<file path="config.mk">
export PLATFORM = sky130hd
export DESIGN_NAME = program_loader
export DESIGN_NICKNAME = d
export VERILOG_FILES = /design/src/rtl/program_loader.sv
export SDC_FILE = /design/constraint.sdc
export NUM_CORES = 1
export LEC_CHECK = 0
export BUFFER_PORTS_ARGS = -buffer_cell sky130_fd_sc_hd__buf_4
export CORE_MARGIN = 2
export CORE_UTILIZATION = 35
export DETAILED_ROUTE_END_ITERATION = 12
export PLACE_DENSITY = 0.64
export SLEW_MARGIN = 5
export SYNTH_ARGS = -nofsm -noshare
export SYNTH_HDL_FRONTEND = slang
export SYNTH_SLANG_ARGS = --single-unit
</file>
<file path="constraint.sdc">
create_clock -name clk -period 4.1 [get_ports clk]
set_input_delay 0.615 -clock clk [delete_from_list [all_inputs] [get_ports clk]]
set_output_delay 0.615 -clock clk [all_outputs]
set_load 0.02 [all_outputs]
</file>
<file path="src/rtl/program_loader.sv">
// program_loader
//    Streams a program image into a synchronous RAM, reads it back to
//    verify a 16-bit additive checksum, then releases the CPU at BASE_ADDR.
//
// Ports
//    clk            sole clock, rising edge
//    rst_n          asynchronous active-low reset
//    start          one-cycle pulse, begins a load (honoured only in IDLE)
//    in_valid       image word stream valid
//    in_data        image word
//    in_last        marks the final word of the image
//    in_ready       word accepted when in_valid && in_ready
//    mem_addr       RAM word address (registered)
//    mem_wdata      RAM write data (registered)
//    mem_cs         RAM chip select (registered)
//    mem_we         RAM write enable (registered)
//    mem_oe         RAM output enable (registered)
//    mem_rdata      RAM read data, valid the cycle after the address
//    done           one-cycle pulse at end of load (verify or error)
//    pass           level, checksum matched; held until next start
//    word_count     words written in the current/last load
//    cpu_pc         CPU start address, constant BASE_ADDR
//    cpu_start      one-cycle pulse releasing the CPU on a passing load
//
// state  | meaning
// IDLE   | waiting for start, RAM deselected
// LOAD   | accepting words, one RAM write per accepted word
// VERIFY | pipelined read-back of every written word, summing read data
// DONE   | load finished, done/pass/cpu_start presented for one cycle
// ERROR  | image longer than MAX_WORDS, done presented with pass=0

module program_loader #(
   parameter int ADDR_WIDTH  = 14,
   parameter int DATA_WIDTH  = 16,
   parameter int BASE_ADDR   = 'h100,
   parameter int ADDR_STRIDE = 2,
   parameter int MAX_WORDS   = 64
) (
   input  logic                  clk,
   input  logic                  rst_n,
   input  logic                  start,
   input  logic                  in_valid,
   input  logic [DATA_WIDTH-1:0] in_data,
   input  logic                  in_last,
   output logic                  in_ready,
   output logic [ADDR_WIDTH-1:0] mem_addr,
   output logic [DATA_WIDTH-1:0] mem_wdata,
   output logic                  mem_cs,
   output logic                  mem_we,
   output logic                  mem_oe,
   input  logic [DATA_WIDTH-1:0] mem_rdata,
   output logic                  done,
   output logic                  pass,
   output logic [6:0]            word_count,
   output logic [15:0]           cpu_pc,
   output logic                  cpu_start
);

   typedef enum logic [2:0] {
      S_IDLE,
      S_LOAD,
      S_VERIFY,
      S_DONE,
      S_ERROR
   } state_t;

   localparam logic [ADDR_WIDTH-1:0] BASE_A   = ADDR_WIDTH'(BASE_ADDR);
   localparam logic [ADDR_WIDTH-1:0] STRIDE_A = ADDR_WIDTH'(ADDR_STRIDE);
   localparam logic [6:0]            MAX_W    = 7'(MAX_WORDS);

   state_t                  state_q;
   logic                    in_ready_q;
   logic [ADDR_WIDTH-1:0]   mem_addr_q;
   logic [DATA_WIDTH-1:0]   mem_wdata_q;
   logic                    mem_cs_q;
   logic                    mem_we_q;
   logic                    mem_oe_q;
   logic                    done_q;
   logic                    pass_q;
   logic                    cpu_start_q;
   logic [6:0]              word_count_q;
   logic [6:0]              rd_idx_q;
   logic [15:0]             chk_wr_q;
   logic [15:0]             chk_rd_q;
   logic                    last_q;
   logic                    rd_vld_q;

   logic                    accept;
   logic                    full;
   logic [ADDR_WIDTH-1:0]   wr_addr;
   logic [ADDR_WIDTH-1:0]   rd_addr;
   logic [15:0]             chk_wr_d;
   logic [15:0]             chk_rd_d;
   logic                    match;

   assign accept   = in_valid && in_ready_q && (state_q == S_LOAD);
   assign full     = (word_count_q == MAX_W);
   assign wr_addr  = BASE_A + STRIDE_A * ADDR_WIDTH'(word_count_q);
   assign rd_addr  = BASE_A + STRIDE_A * ADDR_WIDTH'(rd_idx_q);
   assign chk_wr_d = chk_wr_q + 16'(in_data);
   // The final read word is still on mem_rdata when the verdict is taken.
   assign chk_rd_d = chk_rd_q + 16'(mem_rdata);
   assign match    = (chk_rd_d == chk_wr_q);

   always_ff @(posedge clk or negedge rst_n) begin
      if (!rst_n) begin
         state_q      <= S_IDLE;
         in_ready_q   <= 1'b0;
         mem_addr_q   <= '0;
         mem_wdata_q  <= '0;
         mem_cs_q     <= 1'b0;
         mem_we_q     <= 1'b0;
         mem_oe_q     <= 1'b0;
         done_q       <= 1'b0;
         pass_q       <= 1'b0;
         cpu_start_q  <= 1'b0;
         word_count_q <= '0;
         rd_idx_q     <= '0;
         chk_wr_q     <= '0;
         chk_rd_q     <= '0;
         last_q       <= 1'b0;
         rd_vld_q     <= 1'b0;
      end else begin
         done_q      <= 1'b0;
         cpu_start_q <= 1'b0;

         unique case (state_q)
            S_IDLE: begin
               mem_cs_q   <= 1'b0;
               mem_we_q   <= 1'b0;
               mem_oe_q   <= 1'b0;
               in_ready_q <= 1'b0;
               if (start) begin
                  state_q      <= S_LOAD;
                  in_ready_q   <= 1'b1;
                  word_count_q <= '0;
                  chk_wr_q     <= '0;
                  chk_rd_q     <= '0;
                  pass_q       <= 1'b0;
                  last_q       <= 1'b0;
               end
            end

            S_LOAD: begin
               if (last_q) begin
                  // Final write is on the bus this cycle; first read follows it.
                  state_q    <= S_VERIFY;
                  last_q     <= 1'b0;
                  mem_cs_q   <= 1'b1;
                  mem_we_q   <= 1'b0;
                  mem_oe_q   <= 1'b1;
                  mem_addr_q <= BASE_A;
                  rd_idx_q   <= 7'd1;
                  rd_vld_q   <= 1'b0;
               end else if (accept) begin
                  if (full) begin
                     // Image exceeds MAX_WORDS: drop the word, report failure.
                     state_q    <= S_ERROR;
                     in_ready_q <= 1'b0;
                     mem_cs_q   <= 1'b0;
                     mem_we_q   <= 1'b0;
                     mem_oe_q   <= 1'b0;
                     done_q     <= 1'b1;
                     pass_q     <= 1'b0;
                  end else begin
                     mem_cs_q     <= 1'b1;
                     mem_we_q     <= 1'b1;
                     mem_oe_q     <= 1'b0;
                     mem_addr_q   <= wr_addr;
                     mem_wdata_q  <= in_data;
                     word_count_q <= word_count_q + 7'd1;
                     chk_wr_q     <= chk_wr_d;
                     if (in_last) begin
                        last_q     <= 1'b1;
                        in_ready_q <= 1'b0;
                     end
                  end
               end else begin
                  mem_cs_q <= 1'b0;
                  mem_we_q <= 1'b0;
                  mem_oe_q <= 1'b0;
               end
            end

            S_VERIFY: begin
               rd_vld_q <= mem_cs_q && mem_oe_q;
               if (rd_vld_q) begin
                  chk_rd_q <= chk_rd_d;
               end
               if (!mem_cs_q) begin
                  // Reads exhausted and the last read word is present now.
                  state_q     <= S_DONE;
                  done_q      <= 1'b1;
                  pass_q      <= match;
                  cpu_start_q <= match;
               end else if (rd_idx_q == word_count_q) begin
                  mem_cs_q <= 1'b0;
                  mem_oe_q <= 1'b0;
               end else begin
                  mem_addr_q <= rd_addr;
                  rd_idx_q   <= rd_idx_q + 7'd1;
               end
            end

            S_DONE, S_ERROR: begin
               state_q    <= S_IDLE;
               in_ready_q <= 1'b0;
               mem_cs_q   <= 1'b0;
               mem_we_q   <= 1'b0;
               mem_oe_q   <= 1'b0;
            end

            default: begin
               state_q    <= S_IDLE;
               in_ready_q <= 1'b0;
               mem_cs_q   <= 1'b0;
               mem_we_q   <= 1'b0;
               mem_oe_q   <= 1'b0;
            end
         endcase
      end
   end

   assign in_ready   = in_ready_q;
   assign mem_addr   = mem_addr_q;
   assign mem_wdata  = mem_wdata_q;
   assign mem_cs     = mem_cs_q;
   assign mem_we     = mem_we_q;
   assign mem_oe     = mem_oe_q;
   assign done       = done_q;
   assign pass       = pass_q;
   assign word_count = word_count_q;
   assign cpu_pc     = 16'(BASE_ADDR);
   assign cpu_start  = cpu_start_q;

endmodule

</file>
### After elaboration in Yosys (flattened, before gate mapping)

Cells that the tools add are included.

| storage, ports and cells | value |
|---|---|
| flip-flop bits (word level) | 88 |
| bits of input ports | 37 |
| logic and storage cells | 130 |

| cells by class | value |
|---|---|
| add/subtract/negate cells | 6 |
| eq/ne operators | 20 |
| muxes and demuxes | 66 |
| bitwise logic cells | 3 |
| reductions and logical operators | 19 |

Operators with widths:

| kind | number |
|---|---|
| 2-to-1 mux 16 bit | 5 |
| 2-to-1 mux 14 bit | 5 |
| case mux 16 bit (2 select lines) | 2 |
| 2-to-1 mux 7 bit | 7 |
| adder 16 bit | 2 |
| 2-to-1 mux 1 bit | 30 |
| case mux 14 bit (2 select lines) | 1 |
| case mux 7 bit (2 select lines) | 2 |
| inequality test 2 bit, second input constant | 11 |
| adder 9 x 8 -> 10 bit, first input constant | 2 |
| equality test 16 bit | 1 |
| AND reduction 4 bit | 4 |
| 2-to-1 mux 3 bit | 5 |
| adder 7 x 1 -> 7 bit, second input constant | 2 |
| inequality test 3 bit, second input constant | 4 |
| case mux 1 bit (2 select lines) | 6 |
| AND reduction 5 bit | 2 |
| case mux 3 bit (3 select lines) | 1 |
| equality test 7 bit | 1 |
| equality test 7 bit, second input constant | 1 |
| case mux 1 bit (3 select lines) | 2 |
| AND reduction 2 bit | 3 |
| AND reduction 6 bit | 1 |
| nonzero test 2 bit | 3 |
| other kinds (7) | 11 |

### Logic depth before layout (Yosys ltp)

Gate-level depths: netlist of run 1.

| logic depth | value |
|---|---|
| depth after elaboration | 5 |
| gate-level depth with buffers | 11 |

### Worst setup path after synthesis of run 1

Ideal clock, no wire load.

| timing path | value |
|---|---|
| path kind | in2reg |
| from | input mem_rdata[0] |
| to | register pass_q, in the netlist pass |
| library setup time | 74 ps |
| data arrival time | 2873 ps |
| slack | 1153 ps |
| cell stages on the path | 11 |
| buffers on the path | 0 |
| cell sequence | ha_1 -> inv_1 -> fa_1 -> xor2_1 -> nand4_1 -> a2111oi_0 -> o2111ai_1 -> a2111o_1 -> nor4b_1 -> nand4_1 -> o21ai_2 |

| on the way | value |
|---|---|
| longest elaborated chain between the ends | 4 |

Ends and longest elaborated chain:

| item | RTL line | RTL |
|---|---|---|
| start: declaration | 51 | `input logic [DATA_WIDTH-1:0] mem_rdata,` |
| adder 16 bit | 102 | `assign chk_rd_d = chk_rd_q + 16'(mem_rdata);` |
| equality test 16 bit | 103 | `assign match = (chk_rd_d == chk_wr_q);` |
| 2-to-1 mux 1 bit | 190 | `if (!mem_cs_q) begin` |
| case mux 1 bit (3 select lines) | 127 | `unique case (state_q)` |
| end signal: assignment | 194 | `pass_q <= match;` |
| end: declaration | 79 | `logic pass_q;` |

Every way passes these cells. The select of a mux whose other input is x is not followed.
A chain may end at the register's enable or synchronous reset.

### Worst setup path in the final report of run 1

Ends and elaborated chain as after synthesis.

==> out/qor.csv, run 1 <==
metric,value,unit
outcome,"complete, no violations",
numCtsBuffers,9,
period_minus_slack,3.02,ns
globalplace.congestion,0.860,
holdCritPathClass,input port to async pin,
multi_input_comb_area,0.00325,mm2
synthTopCellsByArea,"dfrtp_1, ha_1, nand2_1",
cts_resized,0,
fillerInstances,1602,
grt_pass1_vias,4168,
pre_cts_ws,0.800,ns
synth_seq_cells,82,
ant_nets,0,
nets,772,
grt_util_all_layers,0.160,
placed_cells,905,
rsz0062_at_grt,false,
first_pass_iters,4,
finalCritPeriodShare,0.736,
cap_violations,0,
postCtsSetupRepairBufs,0,
synth_top_area_share,0.368,
grt_antenna_before_repair,0,
relSlewSlack,0.397,
arrival,3.28,ns
cp-end-kind,register,
worst_slew_pin_slew,0.902,ns
coreArea,0.0157,mm2
criticalPathCategory,input port to register,
async_reset_ff_frac,1.00,
post-synth-top-count-cell,nand2_1,
clock_latency,0.34,ns
critPathRequiredTime,4.36,ns
cellPowerDensity,305,mW/mm2
postLayoutCellArea,0.00656,mm2
setup_tns,0,ns
grt_first_pass_wirelength,21.4,mm
placementRows,46,
critPathMaxStageDelay,0.45,ns
die_area,0.0170,mm2
synth_top_area_cell,dfrtp_1,
p_total,2000,uW
grt_start_max_net_pins,58,
drc,0,
num_antenna_cells,0,
start_kind,input port,
grt-ovfl-total,0,
regArea,0.00205,mm2
die_h,130,um
vias_per_cell,4.98,
htreeDepth,3,
slew_violations,0,
area_growth,17.5,%
crit_fanout,3,
synth_flop_cell,dfrtp_1,
fin_cells,921,
cts_tree,done,
drt_iter0_drc,252,
finalWirelength,13.4,mm
ios,97,
drive_gt1_frac,0.167,
holdBufCountCts,0,
synth_seq_area_share,0.368,
place_area,0.00624,mm2
yosysWarningCount,0,
synth_edf_count,0,
slowest_stage,fa_1,
initial_core_util,0.355,
setup_violations,0,
setup_ws,1.08,ns
syn-cell-area,0.00558,mm2
num_vias,4584,
hold_viol,0,
cts.sinks,82,
p_leak,0.00323,uW
postSynthCellCount,642,
fin_skew,0.0155,ns
die_x,130,um
dp_hpwl,9.98,mm
ir_worst_vdd,178,uV
ys_types,65,
avgSynthCellArea,8.69,um2
clockBufferDepth,2,
routedWlPerCell,14.6,um
cts_root_buf,clkbuf_16,
crit_chain,"buf_4, ha_1, inv_1, fa_1, xor2_1, nand4_1, a2111oi_0, o2111ai_1, a2111o_1, nor4b_1, nand4_1, o21ai_2",
port_buffers,74,
synth_commonest_cells,"nand2_1, dfrtp_1, nor2_1, o21ai_0, ha_1",
fmax,0.331,GHz
clkTransAtPathRegs,0.08,ns
path_common_cell,nand4_1,
-- cells in the final DEF (no fill, tap or decap), drive strengths merged, types with 22 or more instances in the layout --
cell type,n
ha,33
nand2,105
xor2,31
nor2,52
o21ai,45
nand3,30
a21oi,28
buf,83
dfrtp,82
conb,22
-- final timing paths --
check                              start            end  slack, ns  cells past startpoint
min in group clk              in_data[7]   mem_wdata[7]       0.48                      3
max in group asynchronous          rst_n   mem_wdata[1]       2.91                      2
min reg2reg                mem_wdata[12]  mem_wdata[12]       0.48                      2
min                                rst_n   chk_rd_q[10]       0.35                      1
max                         mem_rdata[0]           pass       1.08                     12
max reg2reg                  chk_rd_q[0]           pass       1.11                     11
-- worst max-delay path, delay by kind of cell --
family / cells / cell delay, ns
AOI/OAI and AO/OA: 4 / 1.04
buffers and inverters: 2 / 0.19
and+or+nand+nor: 3 / 0.61
adders and majority gates: 2 / 0.66
xor gates and xnor gates: 1 / 0.17
-- state kept, by name (all words and copies together), names as in the netlist --
name	flops
rd_idx_q	7
state_q	3
mem_wdata	16
last_q	1
mem_addr	8
done	1
pass	1
mem_oe	1
in_ready	1
word_count	7
rd_vld_q	1
cpu_start	1
mem_we	1
mem_cs	1
chk_rd_q	16
chk_wr_q	16
-- power by group --
group / switching, uW / total [uW] / internal, uW
logic: 170 / 293 / 123
registers: 4.32 / 820 / 816
clock network: 347 / 884 / 536
total: 522 / 2000 / 1470
-- per-layer routing --
layer  part of all wire  vias to the layer above  GRT usage
li1                   -                     2343          -
met1               0.49                     2140      0.237
met2               0.45                       91      0.244
met3              0.048                       10     0.0275
met4              0.012                        0     0.0367
met5                  0                        -          0
-- final cells by class --
class	count	area share
Multi-Input combinational cell	513	0.496
Sequential cell	82	0.313
Timing Repair Buffer	83	0.0951
Tap cell	216	0.0412
Clock buffer	10	0.0349
Clock inverter	6	0.0137
Inverter	11	0.00630
-- cells by family (layout without fill, tap and decap cells) --
family	Yosys count	count (layout)	share of synthesized area
AND/OR/NAND/NOR	259	259	0.217
XOR/XNOR	54	54	0.0948
flip-flops	82	82	0.368
AO/OA/AOI/OAI	141	141	0.171
multiplexers	2	2	0.00359
other	2	22	0.00135
adder cells (fa/ha/maj)	35	35	0.0812
buffers and inverters	67	110	0.0635
-- stage by stage --
stage               hold WS, ns   util
finish                    0.346  0.417
global placement          0.464  0.397
detailed placement        0.464  0.397
CTS                       0.376  0.417
global route              0.417  0.417
floorplan                 0.319      -
(Power assumes the default switching activity.)
==> inputs of run 2 (changes only) <==
--- a/config.mk
+++ b/config.mk
@@ -5,11 +5,12 @@
 export SDC_FILE = /design/constraint.sdc
 export NUM_CORES = 1
 export LEC_CHECK = 0
+export ABC_AREA = 1
 export BUFFER_PORTS_ARGS = -buffer_cell sky130_fd_sc_hd__buf_4
 export CORE_MARGIN = 2
 export CORE_UTILIZATION = 35
 export DETAILED_ROUTE_END_ITERATION = 12
-export PLACE_DENSITY = 0.64
+export PLACE_DENSITY = 0.66
 export SLEW_MARGIN = 5
 export SYNTH_ARGS = -nofsm -noshare
 export SYNTH_HDL_FRONTEND = slang
==> constraint.sdc (replaced) <==
create_clock -name clk -period 2.5 [get_ports clk]
set_input_delay 0.375 -clock clk [delete_from_list [all_inputs] [get_ports clk]]
set_output_delay 0.375 -clock clk [all_outputs]
set_load 0.02 [all_outputs]
==> run 2 against run 1 <==
Net effect: sequential power is 65% higher; non-clock buffer count is 3 lower; global-route usage is 1.2 points higher; sequential share of layout area is 1.6 points lower; critical path depth is 2 higher; total power is 67% higher; wire length is 11% higher; die area is 5.1% higher; largest cell class unchanged; largest power group unchanged.
==> out/qor.csv, run 2 <==
metric,value,unit
layout_common_cells,"nand2_1, nand3_1, inv_1",
r2r-start,chk_rd_q[0],
die_h,134,um
first_pass_iters,5,
path_common_cell,nor2_1,
synth_seq_area_share,0.349,
clock_latency,0.35,ns
relSlewSlack,0.633,
cp-end-kind,register,
num_antenna_cells,0,
synth_xor_area_frac,0.0209,
synth_top_family_by_area,simple AND/OR/NAND/NOR gates,
arrival,2.55,ns
finalWirelength,14.9,mm
critPathRequiredTime,2.79,ns
grt_first_pass_wirelength,24.5,mm
port_buffers,74,
avgSynthCellArea,7.14,um2
coreArea,0.0165,mm2
outcome,"complete, no violations",
pre_cts_ws,0.0878,ns
rsz0062_at_grt,false,
ys_types,48,
cts_tree,done,
setup_ws,0.246,ns
path_buf_inv,1,
placed_cells,1104,
critPathMaxStageDelay,0.54,ns
finalCritPeriodShare,0.902,
numCtsBuffers,9,
synth_edf_count,0,
grt_start_max_net_pins,43,
synth_top_area_cell,dfrtp_1,
nets,967,
holdCritPathClass,input port to async pin,
drt_iter0_drc,396,
synthTopCellsByArea,"dfrtp_1, nand2_1, nand3_1",
dp_hpwl,11.5,mm
drc,0,
grt_pass1_vias,4926,
slew_violations,0,
fillerInstances,1705,
layout_commonest_cell,nand2_1,
grt_util_all_layers,0.172,
postCtsSetupRepairBufs,0,
cts_root_buf,clkbuf_16,
globalplace.congestion,0.887,
reg2reg_to,pass,
fin_skew,0.0103,ns
cp_top_family,simple AND/OR/NAND/NOR gates,
clkTransAtPathRegs,0.07,ns
setup_tns,0,ns
synth_compound_area_frac,0.109,
synth_top_area_share,0.349,
yosysWarningCount,0,
vias_per_cell,4.76,
place_area,0.00658,mm2
cts.sinks,82,
initial_core_util,0.356,
grt-ovfl-total,0,
crit_path_end,pass,
start_kind,register,
fmax,0.444,GHz
die_x,134,um
die_area,0.0178,mm2
muxShareOfSynthArea,0,
ir_worst_vdd,324,uV
placementRows,47,
grt_antenna_before_repair,0,
clockBufferDepth,2,
yosys.area_share.adder,0.0771,
ant_nets,0,
routedWlPerCell,13.3,um
cellPowerDensity,482,mW/mm2
synth_commonest_cells,"nand2_1, inv_1, nand3_1, dfrtp_1, nor2_1",
post-synth-top-count-cell,nand2_1,
synthSimpleGateAreaFrac,0.331,
holdBufCountCts,0,
ios,97,
setup_violations,0,
area_growth,17.4,%
cap_violations,0,
slowest_stage,fa_2,
synth_seq_cells,82,
worst_slew_pin_slew,0.550,ns
drive_gt1_frac,0.147,
period_minus_slack,2.25,ns
async_reset_ff_frac,1.00,
postLayoutCellArea,0.00690,mm2
synth_flop_cell,dfrtp_1,
htreeDepth,3,
path_depth,14,
p_leak,0.00379,uW
startpoint,chk_rd_q[0],
postSynthCellCount,823,
crit_chain,"ha_2, inv_1, fa_2, xor2_1, nand3_1, nor2_1, nand2_1, nor2_1, nand2_1, nor2_1, nand3_1, nor2_1, nand3_1, nand2_1",
criticalPathCategory,register to register,
num_vias,5334,
fin_cells,1120,
cts_resized,0,
r2r_setup_slack,0.25,ns
hold_viol,0,
syn-cell-area,0.00588,mm2
ff2ff_path_depth,14,
crit_fanout,3,
-- run 2: cell types whose count changed in the layout (fill, tap and decap cells not counted), sizes merged, moves of 6 or more --
| cell | before | now |
|---|---|---|
| nor3 | 12 | 6 |
| a21o | 9 | 3 |
| nor3b | 8 | 2 |
| inv | 12 | 103 |
| or3 | 7 | 0 |
| o21ai | 45 | 58 |
| xor2 | 31 | 9 |
| nand3 | 30 | 102 |
| xnor2 | 19 | 5 |
| and3 | 8 | 1 |
| o31ai | 10 | 2 |
| nand2 | 105 | 252 |
-- run 2: layer usage --
metal / GRT usage / part of all wire / up-vias
li1: - / - / 2782
met1: 0.246 / 0.51 / 2424
met2: 0.265 / 0.44 / 113
met3: 0.0266 / 0.037 / 15
met4: 0.0603 / 0.015 / 0
met5: 0 / 0 / -
-- run 2: worst reg2reg max path, stage by stage (launching register included) --
cell,delay [ns]
dfrtp_1,0.35
ha_2,0.19
inv_1,0.06
fa_2,0.54
xor2_1,0.14
nand3_1,0.08
nor2_1,0.11
nand2_1,0.06
nor2_1,0.16
nand2_1,0.07
nor2_1,0.08
nand3_1,0.08
nor2_1,0.13
nand3_1,0.09
nand2_1,0.06
-- run 2: cells by family (layout without fill, tap and decap cells) --
group | count (synthesis) | count (layout)
compound gates | 114 | 114
other cells | 2 | 22
buf+inv | 141 | 198
xor+xnor | 14 | 14
simple gates | 435 | 435
flops | 82 | 82
fa+ha+maj | 35 | 35
-- run 2: cell type report --
class	instances	area, um2	share of cell area
Multi-Input combinational cell	620	3250	0.472
Clock buffer	11	243	0.0352
Inverter	102	385	0.0559
Clock inverter	5	62.6	0.00907
Sequential cell	82	2050	0.297
Timing Repair Buffer	80	626	0.0907
Tap cell	220	275	0.0399
-- run 2: worst min-delay path by stage --
| stage | endpoint | start |
|---|---|---|
| finish | mem_wdata[4] | rst_n |
| global route | mem_wdata[4] | rst_n |
| CTS | mem_wdata[7] | rst_n |
| detailed placement | mem_wdata[7] | rst_n |
| global placement | mem_wdata[7] | rst_n |
| floorplan | chk_rd_q[0] | rst_n |
-- run 2: through the flow --
stage | hold slack [ns] | util | power [uW]
floorplan | 0.0794 | - | 1810
global placement | 0.410 | 0.398 | 1950
detailed placement | 0.407 | 0.398 | 1960
CTS | 0.0309 | 0.417 | 3370
global route | 0.0599 | 0.417 | 3510
finish | 0.00491 | 0.417 | 3330
-- run 2: power breakdown --
group	total (uW)	internal (uW)	switching, uW
sequential	1350	1340	8.31
clock	1380	807	577
combinational	595	210	385
==> inputs of run 3 (changes only) <==
--- a/config.mk
+++ b/config.mk
@@ -7,10 +7,12 @@
 export LEC_CHECK = 0
 export ABC_AREA = 1
 export BUFFER_PORTS_ARGS = -buffer_cell sky130_fd_sc_hd__buf_4
+export CELL_PAD_IN_SITES_DETAIL_PLACEMENT = 1
+export CELL_PAD_IN_SITES_GLOBAL_PLACEMENT = 1
 export CORE_MARGIN = 2
 export CORE_UTILIZATION = 35
 export DETAILED_ROUTE_END_ITERATION = 12
-export PLACE_DENSITY = 0.66
+export PLACE_DENSITY = 0.83
 export SLEW_MARGIN = 5
 export SYNTH_ARGS = -nofsm -noshare
 export SYNTH_HDL_FRONTEND = slang
==> constraint.sdc (replaced) <==
create_clock -name clk -period 2.5 [get_ports clk]
set_input_delay 0.75 -clock clk [delete_from_list [all_inputs] [get_ports clk]]
set_output_delay 0.75 -clock clk [all_outputs]
set_load 0.02 [all_outputs]
==> run 3 against run 2 <==
Net effect: first-iteration DRC count down 25%; cell count grew 2.6%; worst setup slack lost 0.17 ns; register-to-register slack worse by 0.16 ns; global-route usage is 3.7 points higher; hold slack improved by 0.36 ns; via count grew 8.2%; die area unchanged; sequential share of layout area fell by 0.96 points; utilization increased by 1.4 points; total power increased by 2.9%; combinational power grew 17%; largest power group unchanged; highest routed layer unchanged.
==> out/qor.csv, run 3 (synthesis results as in run 2) <==
metric,value,unit
die_h,134,um
drt_iter0_drc,296,
slowest_stage,fa_2,
pre_cts_ws,-0.293,ns
crit_chain,"buf_6, ha_4, inv_2, fa_2, inv_2, nand3_1, nand2_2, buf_4, nand2_1, nand3_1, nand2_1, nor2_2, nand2_1, nor2_2, nand2_1, nor2_2, nand3_1, nor2_1",
htreeDepth,3,
placementRows,47,
area_growth,21.3,%
routedWlPerCell,15.8,um
grt_pass1_vias,5924,
layout_commonest_cell,nand2_1,
start_kind,input port,
fin_skew,0.00770,ns
hold_viol,0,
ios,97,
dp_hpwl,14.0,mm
ant_nets,0,
finalWirelength,18.1,mm
relSlewSlack,0.654,
port_buffers,74,
clock_latency,0.36,ns
regArea,0.00205,mm2
seq_power_share,0.394,
clockBufferDepth,2,
setup_ws,0.0746,ns
cts.sinks,82,
power_frac_comb,0.203,
initial_core_util,0.356,
outcome,"complete, no violations",
cts_tree,done,
cp_top_family,simple AND/OR/NAND/NOR gates,
clkPwrFrac,0.403,
nets,996,
holdWs,0.367,ns
ff2ff_path_depth,17,
grt-ovfl-total,0,
p_sw_frac,0.305,
setup_violations,0,
cts_root_buf,clkbuf_16,
ir_worst_vdd,321,uV
critPathMaxStageDelay,0.36,ns
p_leak,0.00392,uW
r2r_setup_slack,0.09,ns
cap_violations,0,
criticalPathCategory,input port to register,
globalplace.congestion,0.883,
num_vias,5770,
grt_antenna_before_repair,0,
path_common_cell,nand2_1,
layout_common_cells,"nand2_1, buf_4, nand3_1",
rsz0062_at_grt,true,
reg2reg_to,cpu_start,
crit_fanout,4,
holdCritPathClass,input port to async pin,
path_buf_inv,4,
grt_first_pass_wirelength,29.7,mm
die_x,134,um
place_area,0.00678,mm2
grt_util_all_layers,0.210,
internal-power,2380,uW
drc,0,
vias_per_cell,5.02,
arrival,2.72,ns
finalCritPeriodShare,0.970,
slew_violations,0,
r2r-start,chk_rd_q[0],
grt_start_max_net_pins,37,
drive_gt1_frac,0.183,
period_minus_slack,2.43,ns
worst_slew_pin_slew,0.520,ns
postLayoutCellArea,0.00713,mm2
power_switching,1040,uW
clkTransAtPathRegs,0.06,ns
die_area,0.0178,mm2
cp-end-kind,register,
fillerInstances,2142,
numCtsBuffers,9,
cellPowerDensity,480,mW/mm2
num_antenna_cells,0,
critPathRequiredTime,2.79,ns
multi_input_comb_area,0.00329,mm2
holdBufCountCts,0,
coreArea,0.0165,mm2
fmax,0.412,GHz
first_pass_iters,4,
run 3: power by group through the flow:
stage	Sequential [uW]	Clock (uW)	Combinational, uW
detailed placement	1370	0	669
global route	1350	1450	787
finish	1350	1380	696
floorplan	1370	0	436
CTS	1350	1410	678
global placement	1370	0	645
run 3: cell type report:
type	instances	share of cell area
multi-input cells	620	0.461
flip-flops and latches	82	0.288
repair buffers	109	0.117
inverters	102	0.0541
well taps	220	0.0386
clock buffers	10	0.0321
clock inverters	6	0.00913
run 3: worst max path at each step:
stage	startpoint	endpoint	depth (start not counted)
after floorplan	mem_rdata[0]	pass	18
after global placement	mem_rdata[0]	pass	15
after detailed placement	mem_rdata[0]	cpu_start	19
after CTS	mem_rdata[0]	cpu_start	19
after global routing	mem_rdata[0]	cpu_start	18
final	mem_rdata[0]	cpu_start	18
run 3: stage by stage:
step	cells	util	setup TNS, ns	power (uW)
finish	1149	0.431	0	3420
detailed placement	1132	0.410	-0.737	2040
floorplan	843	-	0	1810
CTS	1148	0.428	0	3440
global placement	1132	0.410	-0.381	2020
global route	1149	0.431	-0.125	3580
run 3: routing by layer:
metal	share of wire	GRT usage	up-vias
li1	-	-	2836
met1	0.46	0.279	2804
met2	0.48	0.352	109
met3	0.039	0.0240	21
met4	0.020	0.0768	0
met5	0	0	-
run 3: timing repair:
action                                  4_1_cts  5_1_grt
hold endpoints to repair                      0        0
setup buffers                                 0        1
resized for setup                             0       16
endpoints found under the setup margin        0        2
